===== src/rtl/avg_pkg.sv =====
// rtl/avg_pkg.sv - shared helpers for the averaging blocks
package avg_pkg;

    // Divide a frame sum by 2**n, optionally rounding half up.
    function automatic logic [31:0] avg_round(input logic [31:0] sum, input int n, input bit round);
        logic [31:0] bias;
        bias = round ? (32'd1 << (n - 1)) : 32'd0;
        return (sum + bias) >> n;
    endfunction

endpackage


===== src/rtl/avg_stream_sum.sv =====
// rtl/avg_stream_sum.sv - pipelined adder tree, one register stage per level
module sum #(
    parameter int W = 8,
    parameter int N = 4
) (
    input  logic                      clk,
    input  logic [2**N-1:0][W-1:0]    in,
    output logic [W+N-1:0]            out
);

    // Level l holds 2**(N-l) partial sums of width W+l; no reset, the data is qualified elsewhere.
    for (genvar l = 1; l <= N; l++) begin : lvl
        for (genvar j = 0; j < 2**(N-l); j++) begin : node
            logic [W+l-1:0] s_q;
            logic [W+l-1:0] s_d;
            if (l == 1) begin : leaf
                always_comb s_d = {1'b0, in[2*j]} + {1'b0, in[2*j+1]};
            end else begin : inner
                always_comb s_d = {1'b0, lvl[l-1].node[2*j].s_q} + {1'b0, lvl[l-1].node[2*j+1].s_q};
            end
            always_ff @(posedge clk) s_q <= s_d;
        end
    end

    assign out = lvl[N].node[0].s_q;

endmodule


===== src/rtl/avg_stream.sv =====
// rtl/avg_stream.sv - streaming block averager feeding the sum tree
module avg_stream
    import avg_pkg::*;
#(
    parameter int W     = 8,
    parameter int N     = 4,
    parameter int ROUND = 0
) (
    input  logic           clk,
    input  logic           rst,
    input  logic           clr,
    input  logic           in_val,
    input  logic [W-1:0]   in_dat,
    output logic           busy,
    output logic           out_val,
    output logic [W+N-1:0] out_sum,
    output logic [W-1:0]   out_avg
);

    localparam int            LEN  = 2**N;
    localparam logic [N-1:0]  LAST = N'(LEN - 1);

    typedef logic [LEN-1:0][W-1:0] frame_t;

    frame_t         buf_q, buf_d, frm_q, frm_d;
    logic [N-1:0]   idx_q, idx_d;
    logic [N-1:0]   vp_q, vp_d;
    logic           out_val_q, out_val_d;
    logic           accept, close;
    logic [31:0]    avg_full;

    always_comb begin
        accept    = in_val && !clr;
        close     = accept && (idx_q == LAST);
        idx_d     = idx_q;
        buf_d     = buf_q;
        frm_d     = frm_q;
        if (clr) begin
            idx_d = '0;
        end else if (in_val) begin
            idx_d = idx_q + 1'b1;
        end
        if (accept) begin
            buf_d[idx_q] = in_dat;
        end
        // The closing sample bypasses the buffer so the frame launches on the same edge.
        if (close) begin
            frm_d       = buf_q;
            frm_d[LAST] = in_dat;
        end
        vp_d      = N'({vp_q, close});
        out_val_d = vp_q[N-1];
    end

    always_ff @(posedge clk or posedge rst) begin
        if (rst) begin
            idx_q     <= '0;
            frm_q     <= '0;
            vp_q      <= '0;
            out_val_q <= 1'b0;
        end else begin
            idx_q     <= idx_d;
            frm_q     <= frm_d;
            vp_q      <= vp_d;
            out_val_q <= out_val_d;
        end
    end

    always_ff @(posedge clk) buf_q <= buf_d;

    sum #(.W(W), .N(N)) u_sum (
        .clk (clk),
        .in  (frm_q),
        .out (out_sum)
    );

    assign busy     = (idx_q != '0);
    assign out_val  = out_val_q;
    assign avg_full = avg_round(32'(out_sum), N, ROUND != 0);
    assign out_avg  = avg_full[W-1:0];

    always_comb begin
        if (out_val_q) assert (avg_full < (32'd1 << W));
    end

endmodule


===== config.mk =====
export PLATFORM = sky130hd
export DESIGN_NAME = avg_stream
export DESIGN_NICKNAME = d
export VERILOG_FILES = /design/src/rtl/avg_pkg.sv /design/src/rtl/avg_stream_sum.sv /design/src/rtl/avg_stream.sv
export SDC_FILE = /design/constraint.sdc
export NUM_CORES = 1
export LEC_CHECK = 0
export BUFFER_PORTS_ARGS = -buffer_cell sky130_fd_sc_hd__buf_2
export CORE_MARGIN = 1
export CORE_UTILIZATION = 30
export DETAILED_ROUTE_END_ITERATION = 10
export PLACE_DENSITY_LB_ADDON = 0.2
export SETUP_SLACK_MARGIN = 0.02
export SLEW_MARGIN = 20
export SYNTH_ARGS = -nofsm -noshare
export SYNTH_HDL_FRONTEND = slang
export SYNTH_SLANG_ARGS = --single-unit

===== constraint.sdc =====
create_clock -name clk -period 4.5 [get_ports clk]
set_input_delay 0.675 -clock clk [delete_from_list [all_inputs] [get_ports clk]]
set_output_delay 0.675 -clock clk [all_outputs]
set_load 0.01 [all_outputs]

* Word level (Yosys, flattened, before mapping) *
Index checks and enable logic that the tools add are counted.

word-level totals
  bits in writable memories = 0
  logic and storage cells = 80
  bits of input ports = 12
  memories kept = 0
  memory bits (read-only) = 0
  latch bits = 0
  output and inout bits = 22
  register bits = 411

operators by class
  divide/modulo/power cells = 0
  $mul = 0
  shift-type cells = 0
  bitwise operators = 0
  muxes and demuxes = 5
  equality and inequality tests = 1
  reduce and logical (&&, ||, !) cells = 6
  $lt $le $gt $ge = 2
  add/sub/neg operators = 16

operators by type and width
  cell                 count
  $bwmux 128           1
  $add 8x8->9          8
  $add 9x9->10         4
  $demux 8 s4          1
  $add 10x10->11       2
  $add 11x11->12       1
  $mux 4               2
  $mux 8               1
  $lt 4x5->1 const B   1
  $add 4x1->4 const B  1
  $eq 4x4->1 const B   1
  $ge 4x1->1 const B   1
  $reduce_bool 4->1    1
  $logic_and 1x1->1    3
  $reduce_bool 2->1    1
  $logic_not 1->1      1

* Logic depth before layout (Yosys ltp) *
Gate-level depths: netlist (run 1).

  depth after elaboration = 5
  mapped depth = 8

* Hierarchy *
Synthesis (run 1) repeated with hierarchy kept, for this count alone.

second synthesis, totals
  cells, all modules = 1241
  area, all modules = 17489.3 sq um

by module, submodules not included
  module      times used  area each (sq um)  cells each
  avg_stream  1           9449.1             453
  sum         1           8040.2             788

* Least setup slack after synthesis (run 1) *
No wires, ideal clock.

  path kind = reg-to-reg
  start point = reg u_sum.lvl[3].node[1].s_q[0]
  end point = reg u_sum.lvl[4].node[0].s_q[10], in the netlist u_sum.out[10]
  data arrival time = 1.877 ns
  setup slack = 2.550 ns
  cell stages (with the launch flop) = 8
  buffers on the path = 0
  cells stage by stage = dfxtp_1 > ha_1 > fa_1 > a21o_1 > a221oi_1 > o21ai_0 > a21oi_1 > xnor2_1

between the ends
  cells in the longest elaborated chain, start to end = 1

RTL lines
  item                                    line                  RTL
  start: declaration                      avg_stream_sum.sv:14  logic [W+l-1:0] s_q;
  start signal: assignment                avg_stream_sum.sv:21  always_ff @(posedge clk) s_q <= s_d;
  $add 11x11->12                          avg_stream_sum.sv:19  always_comb s_d = {1'b0, lvl[l-1].node[2*j].s_q} + {1'b0, lvl[l-1].node[2*j+1].s_q};
  named net u_sum.lvl[4].node[0].s_d[10]  avg_stream_sum.sv:15  logic [W+l-1:0] s_d;
  end signal: assignment                  avg_stream_sum.sv:21
  end: declaration                        avg_stream_sum.sv:14

The timed path passes the listed nets, and every way through them passes these cells.
A chain may end at the register's enable or synchronous reset.

* Worst setup path after layout (run 1) *
  start point = reg idx_q[0]
  end point = reg frm_q[77] (netlist name)

between the ends
  cells in the longest elaborated chain, start to end = 2

RTL lines
  item                      line              RTL
  start: declaration        avg_stream.sv:26  logic [N-1:0] idx_q, idx_d;
  start signal: assignment  avg_stream.sv:62  idx_q <= idx_d;
  $eq 4x4->1                avg_stream.sv:34  close = accept && (idx_q == LAST);
  $logic_and 1x1->1         avg_stream.sv:34
  end signal: assignment    avg_stream.sv:63  frm_q <= frm_d;
  end: declaration          avg_stream.sv:25  frame_t buf_q, buf_d, frm_q, frm_d;

No other way between the ends.

==> impl_metrics.yaml, run 1 <==
global_routing:
  global_route.overflow_total: 0
  grt_pass1_wl_um: 52600
  grt_max_degree: 86
  grt_pass1_vias: 9514
  grt_antenna_before_repair: 2
  grt_usage: 0.114
place:
  gp_congestion: 0.736
  placed_cells: 2013
  place_hpwl_um: 22400
  portBuffers: 33
  pre_cts_slack_ps: 1580
routing:
  met1_length_um: 16200
  wl_per_cell_um: 15.5
  route.met2.wl_um: 14500
  highest_layer: "met4"
  antenna_left: 0
  met3_wirelength_um: 1070
  firstDrtPassIters: 4
  drtIter0Drc: 383
  routed_wl_um: 32500
  via_count: 9093
  drc: 0
  routed_via_density: 4.34
layout:
  synthToLayoutAreaGrowth_pct: 12.9
  nets: 1466
  final_cells: 2097
  drive_above_1_share: 0.181
  n_fill_cell: 5429
clocking:
  post_cts_buffers: 0
  clkLatencyLatePin_ps: 570
  clock_path_buffers: 3
  ctsHoldBuffers: 0
  htreeDepth: 2
  cts-resized-gates: 0
  cts_buffers: 45
  cts-root-buf: "clkbuf_16"
  cts_sinks: 403
  clk_pin_slew_ps: 60
  cts_tree: "built"
floorplan:
  io_pins: 34
  initial_core_util: 0.305
  core_area_mm2: 0.0567
  std_cell_rows: 87
  die_w_um: 242
  fp.dieH_um: 242
  die-area_mm2: 0.0587
timing:
  finalSetupTns_ps: 0
  worst_slew_pin_slew_ps: 793
  max_freq_mhz: 420
  maxSlewViolCount: 0
  finalWorstSetupSlack_ps: 2120
  post-route-period-util: 0.529
  final-hold-violation-count: 0
  maxSlewHeadroom: 0.471
  finalCriticalPeriod_ps: 2380
  setup_violations: 0
  skew_ps: 21.9
  rsz0062_at_grt: "false"
power_and_ir_drop:
  ir_worst_vdd_mv: 0.325
  p_leak_nw: 8.89
  power_density_mw_per_mm2: 373
yosys:
  synth_compound_area_frac: 0.0663
  synthArstFlopShare: 0.340
  synth_area_mm2: 0.0173
  syn_avg_cell_area_um2: 14.0
  synth_top_cell_by_area: "edfxtp_1"
  synth-simple-area-share: 0.0601
  ys_seq_elements: 403
  synth-adder-area-share: 0.115
  synth_xor_area_frac: 0.0506
  synth_seq_area_share: 0.575
  synthMuxAreaShare: 0.105
  synth_top_flop_cell: "dfxtp_1"
  synth_top_family_by_area: "adder cells"
  yosysWarningCount: 0
  synth_cells: 1241
  synth_fp_nets: 1403
  synth_cell_types: 45
  synthDominantCellAreaShare: 0.208
  synth_edf_count: 120
  yosys-top-cells-area: "edfxtp_1 (21%), dfrtp_1 (20%), dfxtp_1 (17%), ha_1 (9.8%), mux2_4 (8.7%)"
setup_path:
  r2r_cells: 4
  reg2reg_from: "idx_q[0]$_DFFE_PP0P_"
  crit_fanout: 39
  critPathArrivalTime_ps: 2830
  worstReg2RegEnd: "frm_q[77]$_DFFE_PP0P_"
  r2r_setup_slack_ps: 2120
  worstPathRequired_ps: 4950
  end_kind: "flip-flop"
  startpoint: "idx_q[0]$_DFFE_PP0P_"
  start_kind: "flip-flop"
  critPathKind: "reg2reg"
run:
  max_cap_viol_count: 0
run_status:
  status: "complete, no violations"
min_path:
  hold_class: "in2async"
-- Yosys cell counts, drive strengths merged (5+ instances only) --
cell	number
inv	45
a21o	29
a31oi	6
a21oi	60
buf	22
o41ai	6
o2111ai	6
ha	135
nand3	40
and2	15
dfxtp	146
a211oi	8
nor2	60
o211ai	12
dfrtp	137
o21bai	10
fa	15
and3	10
xnor2	67
nor2b	5
xor2	33
o21ai	16
or2	9
o21a	10
mux2	128
nand2	41
nor3	25
edfxtp	120
-- per-stage QoR --
| step | power (mW) | utilization | hold slack [ps] | cell area [um2] |
|---|---|---|---|---|
| after floorplan | 3.88 | - | 331 | 17300 |
| after global placement | 3.93 | 0.320 | 332 | 18200 |
| after detailed placement | 3.93 | 0.320 | 335 | 18200 |
| final | 7.29 | 0.345 | 272 | 19500 |
| after global routing | 7.59 | 0.345 | 319 | 19500 |
| after CTS | 7.41 | 0.345 | 287 | 19500 |
-- sequential cells by signal (all words and copies together) (netlist names) --
signal              cells
u_sum.lvl.node.s_q    134
frm_q                 128
buf_q                 120
u_sum.out              12
idx_q                   4
vp_q                    4
out_val                 1
-- worst max path at each step --
stage | to | slack, ps | cells past startpoint
2_1_floorplan | frm_q[0]$_DFFE_PP0P_ | 160 | 1
3_3_place_gp | frm_q[77]$_DFFE_PP0P_ | 1630 | 6
3_5_place_dp | frm_q[77]$_DFFE_PP0P_ | 1580 | 6
4_1_cts | frm_q[94]$_DFFE_PP0P_ | 2080 | 4
5_1_grt | frm_q[76]$_DFFE_PP0P_ | 1960 | 4
6_report | frm_q[77]$_DFFE_PP0P_ | 2120 | 4
-- kinds of logic (layout without fill, tap and decap cells) --
logic type               Yosys count  count (layout)
multiplexers                     129             129
other                              0               2
adder cells (fa/ha/maj)          150             150
XOR/XNOR                         100             100
buffers and inverters             67             165
AND/OR/NAND/NOR                  217             217
AO/OA/AOI/OAI                    175             175
flip-flops                       403             403
-- layout make-up --
type	count	area (um2)	area share
Inverter	45	174	0.00890
Tap cell	756	946	0.0484
Antenna cell	2	5.00	0.000256
Multi-Input combinational cell	771	6880	0.352
Clock inverter	20	151	0.00774
Timing Repair Buffer	38	215	0.0110
Sequential cell	403	9950	0.509
Clock buffer	62	1220	0.0624
-- layout by cell type, fill, tap and decap left out, drive strengths merged, types with 5 or more instances in the layout --
cell type  instances
a211oi             8
a21o              29
a21oi             60
a31oi              6
and2              15
and3              10
buf               38
clkbuf            62
clkinv            15
dfrtp            137
dfxtp            146
edfxtp           120
fa                15
ha               135
inv               47
mux2             128
nand2             41
nand3             40
nor2              60
nor2b              5
nor3              25
o2111ai            6
o211ai            12
o21a              10
o21ai             16
o21bai            10
o41ai              6
or2                9
xnor2             67
xor2              33
-- critical path, cell delays in order, from the launching register on --
cell and delay [ps]:
dfrtp_1 430, ha_1 280, and2_4 660, buf_4 480, mux2_2 390
-- report_power, final --
part / leakage [nW] / internal (mW) / switching [mW]
sequential: 4.17 / 3.77 / 0.00429
clock: 0.672 / 2.01 / 1.42
combinational: 4.05 / 0.0128 / 0.0712
-- routing by layer --
metal,global-route usage,up-vias
met5,0,-
met4,0.0324,0
met3,0.0256,56
met2,0.182,113
met1,0.155,4335
li1,-,4589
(Power assumes the default switching activity.)
==> run 2, diff against run 1 <==
clock period = 2.3 ns   (was 4.5 ns; I/O delays follow)
==> impl_metrics.yaml, run 2 (synthesis gave the netlist of run 1 again) <==
layout:
  top_register: "u_sum.lvl.node.s_q"
  utilization: 0.352
  reg_top3: "u_sum.lvl.node.s_q x134, frm_q x128, buf_q x120"
  synthToLayoutAreaGrowth_pct: 15.1
  diodes: 0
  final_common_cell: "dfxtp_1"
  drive_above_1_share: 0.199
  n_fill_cell: 5443
  nets: 1477
  largest_reg_flops: 134
  mostFrequentLayoutCells: "dfxtp_1 (146), dfrtp_1 (137), ha_1 (135), edfxtp_1 (120), mux2_4 (100)"
timing:
  post-route-period-util: 0.892
  setup_violations: 0
  maxSlewViolCount: 0
  rsz0062_at_grt: "false"
  finalSetupTns_ps: 0
  max_freq_mhz: 487
  skew_ps: 16.0
  maxSlewHeadroom: 0.589
  finalCriticalPeriod_ps: 2050
  final-hold-violation-count: 0
  worst_slew_pin_slew_ps: 615
power_and_ir_drop:
  p_leak_nw: 9.09
  p_total_mw: 15.2
  power_density_mw_per_mm2: 763
  ir_worst_vdd_mv: 0.476
floorplan:
  core_area_mm2: 0.0567
  initial_core_util: 0.305
  die_w_um: 242
  die-area_mm2: 0.0587
  io_pins: 34
  std_cell_rows: 87
  fp.dieH_um: 242
setup_path:
  startpoint: "frm_q[64]$_DFFE_PP0P_"
  end_kind: "flip-flop"
  r2r_cells: 7
  max_stage_delay_ps: 410
  crit_top_cell: "a21o_1"
  worstPathRequired_ps: 2760
  start_kind: "flip-flop"
  critical-path-slowest-cell: "fa_1"
  reg2reg_from: "frm_q[64]$_DFFE_PP0P_"
  worstReg2RegEnd: "u_sum.lvl[1].node[4].s_q[8]$_DFF_P_"
  critPathKind: "reg2reg"
  crit_fanout: 2
  worstPathCellList: "ha_1 -> fa_1 -> a21o_1 -> a21oi_1 -> o211ai_1 -> a21o_1 -> a21o_1"
  r2r_setup_slack_ps: 250
  critPathArrivalTime_ps: 2510
  setup.worst_path.end: "u_sum.lvl[1].node[4].s_q[8]$_DFF_P_"
routing:
  firstDrtPassIters: 4
  drtIter0Drc: 397
  drc: 0
  antenna_left: 0
  routed_via_density: 4.37
  routed_wl_um: 33100
  via_count: 9217
  wl_per_cell_um: 15.7
clocking:
  htreeDepth: 2
  clkLatencyLatePin_ps: 570
  clock_path_buffers: 3
  post_cts_buffers: 0
  cts_sinks: 403
  cts_tree: "built"
  clk_pin_slew_ps: 60
  cts_buffers: 47
  cts-root-buf: "clkbuf_16"
global_routing:
  grt_usage: 0.115
  global_route.overflow_total: 0
  grt_pass1_vias: 9419
  grt_max_degree: 57
  grt_pass1_wl_um: 53200
  grt_antenna_before_repair: 0
run_status:
  status: "complete, no violations"
place:
  place_hpwl_um: 22700
  portBuffers: 33
  gp_congestion: 0.722
min_path:
  hold_class: "in2reg"
run:
  max_cap_viol_count: 0
==> run 2: cell types whose count changed in the layout (fill, tap and decap cells not counted), moves of 3 or more <==
cell	change
clkbuf_16	+4
clkinv_1	-6
clkbuf_8	+8
buf_12	+4
clkbuf_1	-6
buf_4	+3
==> run 2: worst min path at each step <==
stage / slack [ps] / to / cells past startpoint / start
floorplan: 330 / out_val$_DFF_PP0_ / 0 / vp_q[3]$_DFF_PP0_
global placement: 330 / vp_q[1]$_DFF_PP0_ / 0 / vp_q[0]$_DFF_PP0_
detailed placement: 330 / vp_q[1]$_DFF_PP0_ / 0 / vp_q[0]$_DFF_PP0_
CTS: 70 / idx_q[0]$_DFFE_PP0P_ / 3 / in_val
global route: 80 / idx_q[0]$_DFFE_PP0P_ / 3 / in_val
finish: 100 / idx_q[0]$_DFFE_PP0P_ / 3 / in_val
==> run 2: layer usage <==
metal | vias up | part of all wire | global-route usage
li1 | 4607 | - | -
met1 | 4440 | 0.49 | 0.159
met2 | 121 | 0.45 | 0.183
met3 | 49 | 0.035 | 0.0228
met4 | 0 | 0.022 | 0.0356
met5 | - | 0 | 0
==> run 2: worst max-delay path, delay by kind of cell, from the launching register on <==
kind / cells / cell delay (ps)
adders and majority gates: 2 / 630
AOI/OAI and AO/OA: 5 / 920
DFF: 1 / 380
==> run 2: what timing repair did <==
action	in CTS	in global routing
hold endpoints to repair	24	0
endpoints found under the setup margin	0	1
gates resized for setup	0	1
hold buffers	2	0
==> run 2: cell type report <==
type / count / area [um2] / share of cell area
Clock buffer: 68 / 1410 / 0.0706
Clock inverter: 20 / 229 / 0.0115
Inverter: 45 / 173 / 0.00866
Multi-Input combinational cell: 771 / 6890 / 0.346
Sequential cell: 403 / 9950 / 0.499
Tap cell: 756 / 946 / 0.0474
Timing Repair Buffer: 47 / 338 / 0.0169
==> run 2: power by group <==
group	leakage, nW	switching, mW	total (mW)	internal, mW
logic	4.11	0.145	0.180	0.0349
registers	4.17	0.00926	7.38	7.37
clock network	0.811	2.95	7.66	4.72
total	9.09	3.10	15.2	12.1
==> run 2: through the flow <==
step                area [um2]  cells  setup WS, ps  hold slack (ps)
floorplan                17300   1241           248              331
global placement         18300   2020           223              333
detailed placement       18300   2020           178              335
CTS                      19900   2110           169             66.0
global route             19900   2110          61.4             79.4
finish                   19900   2110           248              101
